File: src/rtl/core_regs_if.sv
// core_regs_if: control, operand and flag bus between sequencer/ALU and core_regs.
// master drives the I_* controls and results; slave (core_regs) drives the O_* state views.
interface core_regs_if;
  logic       I_ready;
  logic [2:0] I_lhs_sel;
  logic [2:0] I_rhs_sel;
  logic [7:0] I_data;
  logic [7:0] O_lhs;
  logic [7:0] O_rhs;
  logic [7:0] I_result;
  logic [2:0] I_result_dst;
  logic       I_carry;
  logic       I_overflow;
  logic       I_sign;
  logic       I_zero;
  logic [3:0] I_flag_mask;
  logic [2:0] I_flag_op;
  logic       I_plp;
  logic [1:0] I_sp_op;
  logic       I_brk;
  logic       I_instr_end;
  logic       O_carry;
  logic       O_overflow;
  logic       O_sign;
  logic       O_zero;
  logic       O_irq_mask;
  logic       O_decimal;
  logic       O_irq_mask_poll;
  logic [7:0] O_push_status;
  logic [7:0] O_sp;

  modport master (
    output I_ready, I_lhs_sel, I_rhs_sel, I_data,
    output I_result, I_result_dst,
    output I_carry, I_overflow, I_sign, I_zero,
    output I_flag_mask, I_flag_op, I_plp, I_sp_op,
    output I_brk, I_instr_end,
    input  O_lhs, O_rhs,
    input  O_carry, O_overflow, O_sign, O_zero,
    input  O_irq_mask, O_decimal, O_irq_mask_poll,
    input  O_push_status, O_sp
  );

  modport slave (
    input  I_ready, I_lhs_sel, I_rhs_sel, I_data,
    input  I_result, I_result_dst,
    input  I_carry, I_overflow, I_sign, I_zero,
    input  I_flag_mask, I_flag_op, I_plp, I_sp_op,
    input  I_brk, I_instr_end,
    output O_lhs, O_rhs,
    output O_carry, O_overflow, O_sign, O_zero,
    output O_irq_mask, O_decimal, O_irq_mask_poll,
    output O_push_status, O_sp
  );
endinterface

File: src/rtl/core_regs.sv
// core_regs: 2A03 architectural registers A/X/Y/S/P, operand muxes, flag commit, I poll view.
// Ports: I_clock, I_reset_n (async active-low), bus (core_regs_if.slave).
module core_regs #(
  parameter logic [7:0] SP_RESET     = 8'hFD,
  parameter logic       P_UNUSED_BIT = 1'b1
) (
  input logic        I_clock,
  input logic        I_reset_n,
  core_regs_if.slave bus
);

  logic [7:0] a_q, a_d, x_q, x_d;
  logic [7:0] y_q, y_d, s_q, s_d;
  logic       c_q, c_d, v_q, v_d;
  logic       n_q, n_d, z_q, z_d;
  logic       d_q, d_d, i_q, i_d;
  logic       poll_q, poll_d;
  logic [7:0] p_rd;

  assign p_rd = {n_q, v_q, P_UNUSED_BIT, 1'b0,
                 d_q, i_q, z_q, c_q};

  function automatic logic [7:0] opnd(
    input logic [2:0] sel,
    input logic [7:0] a, x, y, s, p, dat
  );
    case (sel)
      3'd0:    opnd = a;
      3'd1:    opnd = x;
      3'd2:    opnd = y;
      3'd3:    opnd = s;
      3'd4:    opnd = p;
      3'd5:    opnd = dat;
      3'd6:    opnd = 8'h00;
      default: opnd = 8'hFF;
    endcase
  endfunction

  assign bus.O_lhs = opnd(bus.I_lhs_sel, a_q, x_q,
                          y_q, s_q, p_rd, bus.I_data);
  assign bus.O_rhs = opnd(bus.I_rhs_sel, a_q, x_q,
                          y_q, s_q, p_rd, bus.I_data);

  assign bus.O_carry         = c_q;
  assign bus.O_overflow      = v_q;
  assign bus.O_sign          = n_q;
  assign bus.O_zero          = z_q;
  assign bus.O_irq_mask      = i_q;
  assign bus.O_decimal       = d_q;
  assign bus.O_irq_mask_poll = poll_q;
  assign bus.O_sp            = s_q;
  assign bus.O_push_status   = {n_q, v_q, 1'b1, bus.I_brk,
                                d_q, i_q, z_q, c_q};

  always_comb begin
    a_d    = a_q;
    x_d    = x_q;
    y_d    = y_q;
    s_d    = s_q;
    c_d    = c_q;
    v_d    = v_q;
    n_d    = n_q;
    z_d    = z_q;
    d_d    = d_q;
    i_d    = i_q;
    poll_d = poll_q;
    if (bus.I_ready) begin
      // A result write to S takes precedence over stepping.
      if (bus.I_result_dst == 3'd4) begin
        s_d = bus.I_result;
      end else if (bus.I_sp_op == 2'd1) begin
        s_d = s_q + 8'd1;
      end else if (bus.I_sp_op == 2'd2) begin
        s_d = s_q - 8'd1;
      end
      case (bus.I_result_dst)
        3'd1:    a_d = bus.I_result;
        3'd2:    x_d = bus.I_result;
        3'd3:    y_d = bus.I_result;
        default: ;
      endcase
      if (bus.I_flag_mask[3]) n_d = bus.I_sign;
      if (bus.I_flag_mask[2]) v_d = bus.I_overflow;
      if (bus.I_flag_mask[1]) z_d = bus.I_zero;
      if (bus.I_flag_mask[0]) c_d = bus.I_carry;
      case (bus.I_flag_op)
        3'd1:    c_d = 1'b0;
        3'd2:    c_d = 1'b1;
        3'd3:    i_d = 1'b0;
        3'd4:    i_d = 1'b1;
        3'd5:    v_d = 1'b0;
        3'd6:    d_d = 1'b0;
        3'd7:    d_d = 1'b1;
        default: ;
      endcase
      if (bus.I_plp) begin
        n_d = bus.I_data[7];
        v_d = bus.I_data[6];
        d_d = bus.I_data[3];
        i_d = bus.I_data[2];
        z_d = bus.I_data[1];
        c_d = bus.I_data[0];
      end
      // Poller sees I as it was before this instruction's last edge.
      if (bus.I_instr_end) poll_d = i_q;
    end
  end

  always_ff @(posedge I_clock or negedge I_reset_n) begin
    if (!I_reset_n) begin
      a_q    <= 8'h00;
      x_q    <= 8'h00;
      y_q    <= 8'h00;
      s_q    <= SP_RESET;
      c_q    <= 1'b0;
      v_q    <= 1'b0;
      n_q    <= 1'b0;
      z_q    <= 1'b0;
      d_q    <= 1'b0;
      i_q    <= 1'b1;
      poll_q <= 1'b1;
    end else begin
      a_q    <= a_d;
      x_q    <= x_d;
      y_q    <= y_d;
      s_q    <= s_d;
      c_q    <= c_d;
      v_q    <= v_d;
      n_q    <= n_d;
      z_q    <= z_d;
      d_q    <= d_d;
      i_q    <= i_d;
      poll_q <= poll_d;
    end
  end

endmodule

File: src/flat_wrapper.sv
// flat-port wrapper written by rule: the top's interface ports become plain ports
module core_regs_flat 
#(
  parameter logic [7:0] SP_RESET     = 8'hFD,
  parameter logic       P_UNUSED_BIT = 1'b1
)
  (I_clock, I_reset_n, bus_I_ready, bus_I_lhs_sel, bus_I_rhs_sel, bus_I_data, bus_I_result, bus_I_result_dst, bus_I_carry, bus_I_overflow, bus_I_sign, bus_I_zero, bus_I_flag_mask, bus_I_flag_op, bus_I_plp, bus_I_sp_op, bus_I_brk, bus_I_instr_end, bus_O_lhs, bus_O_rhs, bus_O_carry, bus_O_overflow, bus_O_sign, bus_O_zero, bus_O_irq_mask, bus_O_decimal, bus_O_irq_mask_poll, bus_O_push_status, bus_O_sp);
  core_regs_if bus_i ();
  input logic I_clock;
  input logic I_reset_n;
  input wire logic [$bits(bus_i.I_ready)-1:0] bus_I_ready;
  input wire logic [$bits(bus_i.I_lhs_sel)-1:0] bus_I_lhs_sel;
  input wire logic [$bits(bus_i.I_rhs_sel)-1:0] bus_I_rhs_sel;
  input wire logic [$bits(bus_i.I_data)-1:0] bus_I_data;
  input wire logic [$bits(bus_i.I_result)-1:0] bus_I_result;
  input wire logic [$bits(bus_i.I_result_dst)-1:0] bus_I_result_dst;
  input wire logic [$bits(bus_i.I_carry)-1:0] bus_I_carry;
  input wire logic [$bits(bus_i.I_overflow)-1:0] bus_I_overflow;
  input wire logic [$bits(bus_i.I_sign)-1:0] bus_I_sign;
  input wire logic [$bits(bus_i.I_zero)-1:0] bus_I_zero;
  input wire logic [$bits(bus_i.I_flag_mask)-1:0] bus_I_flag_mask;
  input wire logic [$bits(bus_i.I_flag_op)-1:0] bus_I_flag_op;
  input wire logic [$bits(bus_i.I_plp)-1:0] bus_I_plp;
  input wire logic [$bits(bus_i.I_sp_op)-1:0] bus_I_sp_op;
  input wire logic [$bits(bus_i.I_brk)-1:0] bus_I_brk;
  input wire logic [$bits(bus_i.I_instr_end)-1:0] bus_I_instr_end;
  output wire logic [$bits(bus_i.O_lhs)-1:0] bus_O_lhs;
  output wire logic [$bits(bus_i.O_rhs)-1:0] bus_O_rhs;
  output wire logic [$bits(bus_i.O_carry)-1:0] bus_O_carry;
  output wire logic [$bits(bus_i.O_overflow)-1:0] bus_O_overflow;
  output wire logic [$bits(bus_i.O_sign)-1:0] bus_O_sign;
  output wire logic [$bits(bus_i.O_zero)-1:0] bus_O_zero;
  output wire logic [$bits(bus_i.O_irq_mask)-1:0] bus_O_irq_mask;
  output wire logic [$bits(bus_i.O_decimal)-1:0] bus_O_decimal;
  output wire logic [$bits(bus_i.O_irq_mask_poll)-1:0] bus_O_irq_mask_poll;
  output wire logic [$bits(bus_i.O_push_status)-1:0] bus_O_push_status;
  output wire logic [$bits(bus_i.O_sp)-1:0] bus_O_sp;
  assign bus_i.I_ready = bus_I_ready;
  assign bus_i.I_lhs_sel = bus_I_lhs_sel;
  assign bus_i.I_rhs_sel = bus_I_rhs_sel;
  assign bus_i.I_data = bus_I_data;
  assign bus_i.I_result = bus_I_result;
  assign bus_i.I_result_dst = bus_I_result_dst;
  assign bus_i.I_carry = bus_I_carry;
  assign bus_i.I_overflow = bus_I_overflow;
  assign bus_i.I_sign = bus_I_sign;
  assign bus_i.I_zero = bus_I_zero;
  assign bus_i.I_flag_mask = bus_I_flag_mask;
  assign bus_i.I_flag_op = bus_I_flag_op;
  assign bus_i.I_plp = bus_I_plp;
  assign bus_i.I_sp_op = bus_I_sp_op;
  assign bus_i.I_brk = bus_I_brk;
  assign bus_i.I_instr_end = bus_I_instr_end;
  assign bus_O_lhs = bus_i.O_lhs;
  assign bus_O_rhs = bus_i.O_rhs;
  assign bus_O_carry = bus_i.O_carry;
  assign bus_O_overflow = bus_i.O_overflow;
  assign bus_O_sign = bus_i.O_sign;
  assign bus_O_zero = bus_i.O_zero;
  assign bus_O_irq_mask = bus_i.O_irq_mask;
  assign bus_O_decimal = bus_i.O_decimal;
  assign bus_O_irq_mask_poll = bus_i.O_irq_mask_poll;
  assign bus_O_push_status = bus_i.O_push_status;
  assign bus_O_sp = bus_i.O_sp;
  core_regs #(.SP_RESET(SP_RESET), .P_UNUSED_BIT(P_UNUSED_BIT)) u_core (.I_clock(I_clock), .I_reset_n(I_reset_n), .bus(bus_i));
endmodule
File: config.mk
export PLATFORM = sky130hd
export DESIGN_NAME = core_regs_flat
export DESIGN_NICKNAME = d
export VERILOG_FILES = /design/src/rtl/core_regs_if.sv /design/src/rtl/core_regs.sv /design/src/flat_wrapper.sv
export SDC_FILE = /design/constraint.sdc
export NUM_CORES = 1
export LEC_CHECK = 0
export ABC_AREA = 1
export BUFFER_PORTS_ARGS = -buffer_cell sky130_fd_sc_hd__buf_2
export CORE_MARGIN = 5
export CORE_UTILIZATION = 30
export CTS_BUF_LIST = sky130_fd_sc_hd__clkbuf_2
export DETAILED_ROUTE_END_ITERATION = 12
export GPL_TIMING_DRIVEN = 0
export HOLD_SLACK_MARGIN = 0.15
export PLACE_DENSITY = 0.47
export SETUP_SLACK_MARGIN = 0.4
export SLEW_MARGIN = 10
export SYNTH_ARGS = -nofsm -noshare
export SYNTH_HDL_FRONTEND = slang
export SYNTH_SLANG_ARGS = --single-unit
File: constraint.sdc
create_clock -name I_clock -period 2.2 [get_ports I_clock]
set_clock_uncertainty 0.15 [all_clocks]
set_input_delay 0.11 -clock I_clock [delete_from_list [all_inputs] [get_ports I_clock]]
set_output_delay 0.11 -clock I_clock [all_outputs]
set_load 0.02 [all_outputs]
==> summary.md <==
| Metric | Value |
|---|---|
| Number of global-route vias before repair | `3252` |
| CP Class | `register to output port` |
| Period utilisation layout | `83.0%` |
| Startpoint types | `register` |
| Global-route wire length before repair | `~17 mm` |
| Crit Path Max Fanout | `4` |
| Endpoints failing setup | `0` |
| Total number of vias | `3379` |
| Vias/cell | `4.73` |
| Initial antenna violation count | `0` |
| Violated checks | `hold timing` |
| Internal | `1.95 mW` |
| Slew Viols, Final | `0` |
| Worst hold path class | `input port to register` |
| Die Width | `108 um` |
| Layout cells sized above 1 | `between 30% and 40%` |
| Initial Util | `roughly 31%` |
| Drc violations | `0` |
| Total wire length | `11.0 mm` |
| CTS tree | `yes` |
| FF-to-FF Start | `u_core.bus.O_sp[2]` |
| Fin area | `approximately 4600 um^2` |
| Setup TNS | `0 ns` |
| Critical path data arrival time | `1.57 ns` |
| Worst reg2reg setup slack | `0.48 ns` |
| Root Driver | `clkbuf_2` |
| Max-cap violations | `0` |
| R2r worst-path depth | `10` |
| Worst Setup EP | `bus_O_rhs[0]` |
| Post-synth EDFFs | `0` |
| IO buf count | `78` |
| GRT Overall Usage | `a little under a fifth` |
| P per Cell Area | `759 nW/um^2` |
| Fillers | `991` |
| Clock Path Buffers | `2` |
| Commonest non-fill, non-tap cell in the layout | `nand2_1` |
| Slew headroom | `between 30% and 40%` |
| Clock latency on the worst-skew pair | `~0.45 ns` |
| Post-DR wirelength/cell | `15.3 um` |
| H-Tree Depth | `2` |
| Worst Setup SP | `u_core.bus.O_sp[0]` |
| Iter 0 DRT Violations | `162` |
| Seq/Total Area, Yosys | `roughly a third` |
| Sink Count | `39` |
| Hpwl dp | `7.69 mm` |
| Largest net degree at the start of global routing | `40` |
| Number of detailed-route iterations in the first pass | `4` |
| Synth area leader | `dfrtp_1` |
| Max Clk Rate | `547 MHz` |
| Power Total | `around 3.5 mW` |
| Die Area | `11600 um^2` |
| Mapped Avg Cell Area | `7.04 um^2` |
| Switching Share | `approximately 44%` |
| Ys flop type | `dfrtp_1` |
| Min Hold Slack | `-0.0387 ns` |
| Crit path time final | `1.83 ns` |
| Critical Path End Type | `output port` |
| Detail Route Antenna Nets | `0` |
| Top area cells in the synthesized netlist | `dfrtp_1 26%, nand2_1 14%, dfstp_2 8.2%, inv_1 7.1%, a21oi_1 6.3%` |
| P_leak | `2.27 nW` |
| Final hold violations | `3` |
| Area growth from synthesis to final layout | `59.1%` |
| Post-synth net total | `461` |
| Reg clk slew, reported paths | `approximately 0.23 ns` |
| VDD IR max | `0.273 mV` |
| Most frequent cells in the layout | `103 x nand2_1, 66 x buf_2, 66 x dlygate4sd3_1` |
| Synthesized flop and latch total | `39` |
| Synth cell types | `37` |
| Yosys Warn Count | `0` |
| GRT overflow | `0` |
| Die Y | `108 um` |
| Num CTS Buffers | `5` |
| Area share of the largest cell type after synthesis | `26.1%` |
| Post-synth ARST share | `100%` |
| Combinational fraction of design power | `57.9%` |
| CP required | `just under 2 ns` |
| GPL Wtd Cong | `approximately 0.86` |
| Clock power share | `10.5%` |
| Worst reg2reg endpoint | `u_core.bus.O_sp[7]` |
| Dpl cell area | `about 3400 um^2` |
| Post-synthesis cell count | `slightly above 400` |
| RSZ-0062 raised after global routing | `true` |
| Status | `finished with violations` |
| Core area | `9280 um^2` |
| Worst Max-Slew Pin Slew | `about 0.95 ns` |
| Io pins | `83` |
| Diode count | `0` |
| Reg power frac | `31.6%` |
| # rows | `35` |
| Nets | `638` |
| Cell area after technology mapping | `2870 um^2` |
| Sw Pwr | `1.51 mW` |
==> routing by layer <==
layer | wire length, um | GRT usage (%) | vias up
met4 | 244 | 5.23 | 0
met1 | 5020 | 24.4 | 1563
met3 | 696 | 3.96 | 14
met2 | 5010 | 29.5 | 99
met5 | 0 | 0 | -
li1 | - | - | 1703
==> power by group through the flow <==
stage	registers, mW	logic (mW)	clock network (mW)
after CTS	1.08	1.77	0.373
after global placement	1.12	1.43	0
after floorplan	1.19	0.896	0
after global routing	1.12	2.21	0.384
final	1.10	2.01	0.365
after detailed placement	1.13	1.43	0
==> state kept, by name, summed over array words and instances (netlist names) <==
signal	flops
u_core.a_q	8
u_core.bus.O_carry	1
u_core.bus.O_decimal	1
u_core.bus.O_irq_mask	1
u_core.bus.O_irq_mask_poll	1
u_core.bus.O_overflow	1
u_core.bus.O_sign	1
u_core.bus.O_sp	8
u_core.bus.O_zero	1
u_core.x_q	8
u_core.y_q	8
==> cells by family (layout without fill, tap and decap cells) <==
kind of cell,count (synthesis),count (layout),synth area share [%]
and+or+nand+nor,166,166,26.4
AOI/OAI and AO/OA,113,113,21.6
buffers and inverters,77,255,12.4
DFF,39,39,34.4
adders and majority gates,9,9,4.18
xor gates and xnor gates,3,3,0.915
other,1,1,0.131
==> how the worst min path moves through the flow <==
stage	slack [ns]	end	startpoint	cells past startpoint
after floorplan	-0.34	u_core.a_q[0]	I_reset_n	0
after global placement	0.14	u_core.bus.O_irq_mask_poll	bus_I_instr_end	2
after detailed placement	0.14	u_core.bus.O_irq_mask_poll	bus_I_instr_end	2
after CTS	0.007	u_core.y_q[2]	bus_I_result_dst[1]	4
after global routing	-0.01	u_core.x_q[3]	bus_I_result_dst[1]	4
final	-0.04	u_core.y_q[7]	bus_I_result_dst[1]	4
==> cell type report <==
cell class | count | area, um^2 | share of cell area [%]
tap | 129 | 161 | 3.53
clock buffer | 6 | 30.0 | 0.657
multi-input combinational | 292 | 1660 | 36.3
clock inverter | 2 | 12.5 | 0.274
buffer | 15 | 130 | 2.85
sequential | 39 | 987 | 21.6
inverter | 62 | 240 | 5.26
timing repair buffer | 170 | 1350 | 29.6
==> stage by stage <==
step / utilization, % / hold WS, ns / setup WS (ns) / std cells
after detailed placement: 36.9 / 0.136 / 0.248 / 615
after global routing: 49.2 / -0.0111 / 0.326 / 715
after floorplan: - / -0.336 / 0.455 / 408
after CTS: 45.5 / 0.00727 / 0.385 / 695
final: 49.2 / -0.0387 / 0.373 / 715
after global placement: 36.9 / 0.139 / 0.268 / 615
==> cell usage after synthesis, types with 3 or more instances <==
| library cell | n |
|---|---|
| buf_6 | 4 |
| nand2_1 | 107 |
| o21ai_1 | 23 |
| a21oi_1 | 36 |
| inv_2 | 7 |
| o22ai_1 | 10 |
| buf_2 | 3 |
| nor2_1 | 17 |
| nand3_2 | 4 |
| nand4_1 | 4 |
| o21ai_0 | 30 |
| buf_4 | 8 |
| dfstp_2 | 9 |
| inv_1 | 54 |
| dfrtp_1 | 30 |
| a31oi_1 | 4 |
| ha_1 | 8 |
| xor2_1 | 3 |
| nand3_1 | 25 |
==> critical path, stage by stage (launching register included) <==
cell,delay [ns]
dfstp_2,0.61
inv_4,0.05
o22ai_1,0.15
a21oi_1,0.06
nand3_1,0.13
buf_6,0.13
==> timing repair <==
item                                    CTS  global route
buffers inserted                          8            18
resized for setup                        25            56
pin swaps                                 5            20
hold endpoints to repair                 78            17
endpoints found under the setup margin   16            27
hold buffers                             64             4
Note: power is estimated with default switching activity, not from simulation.
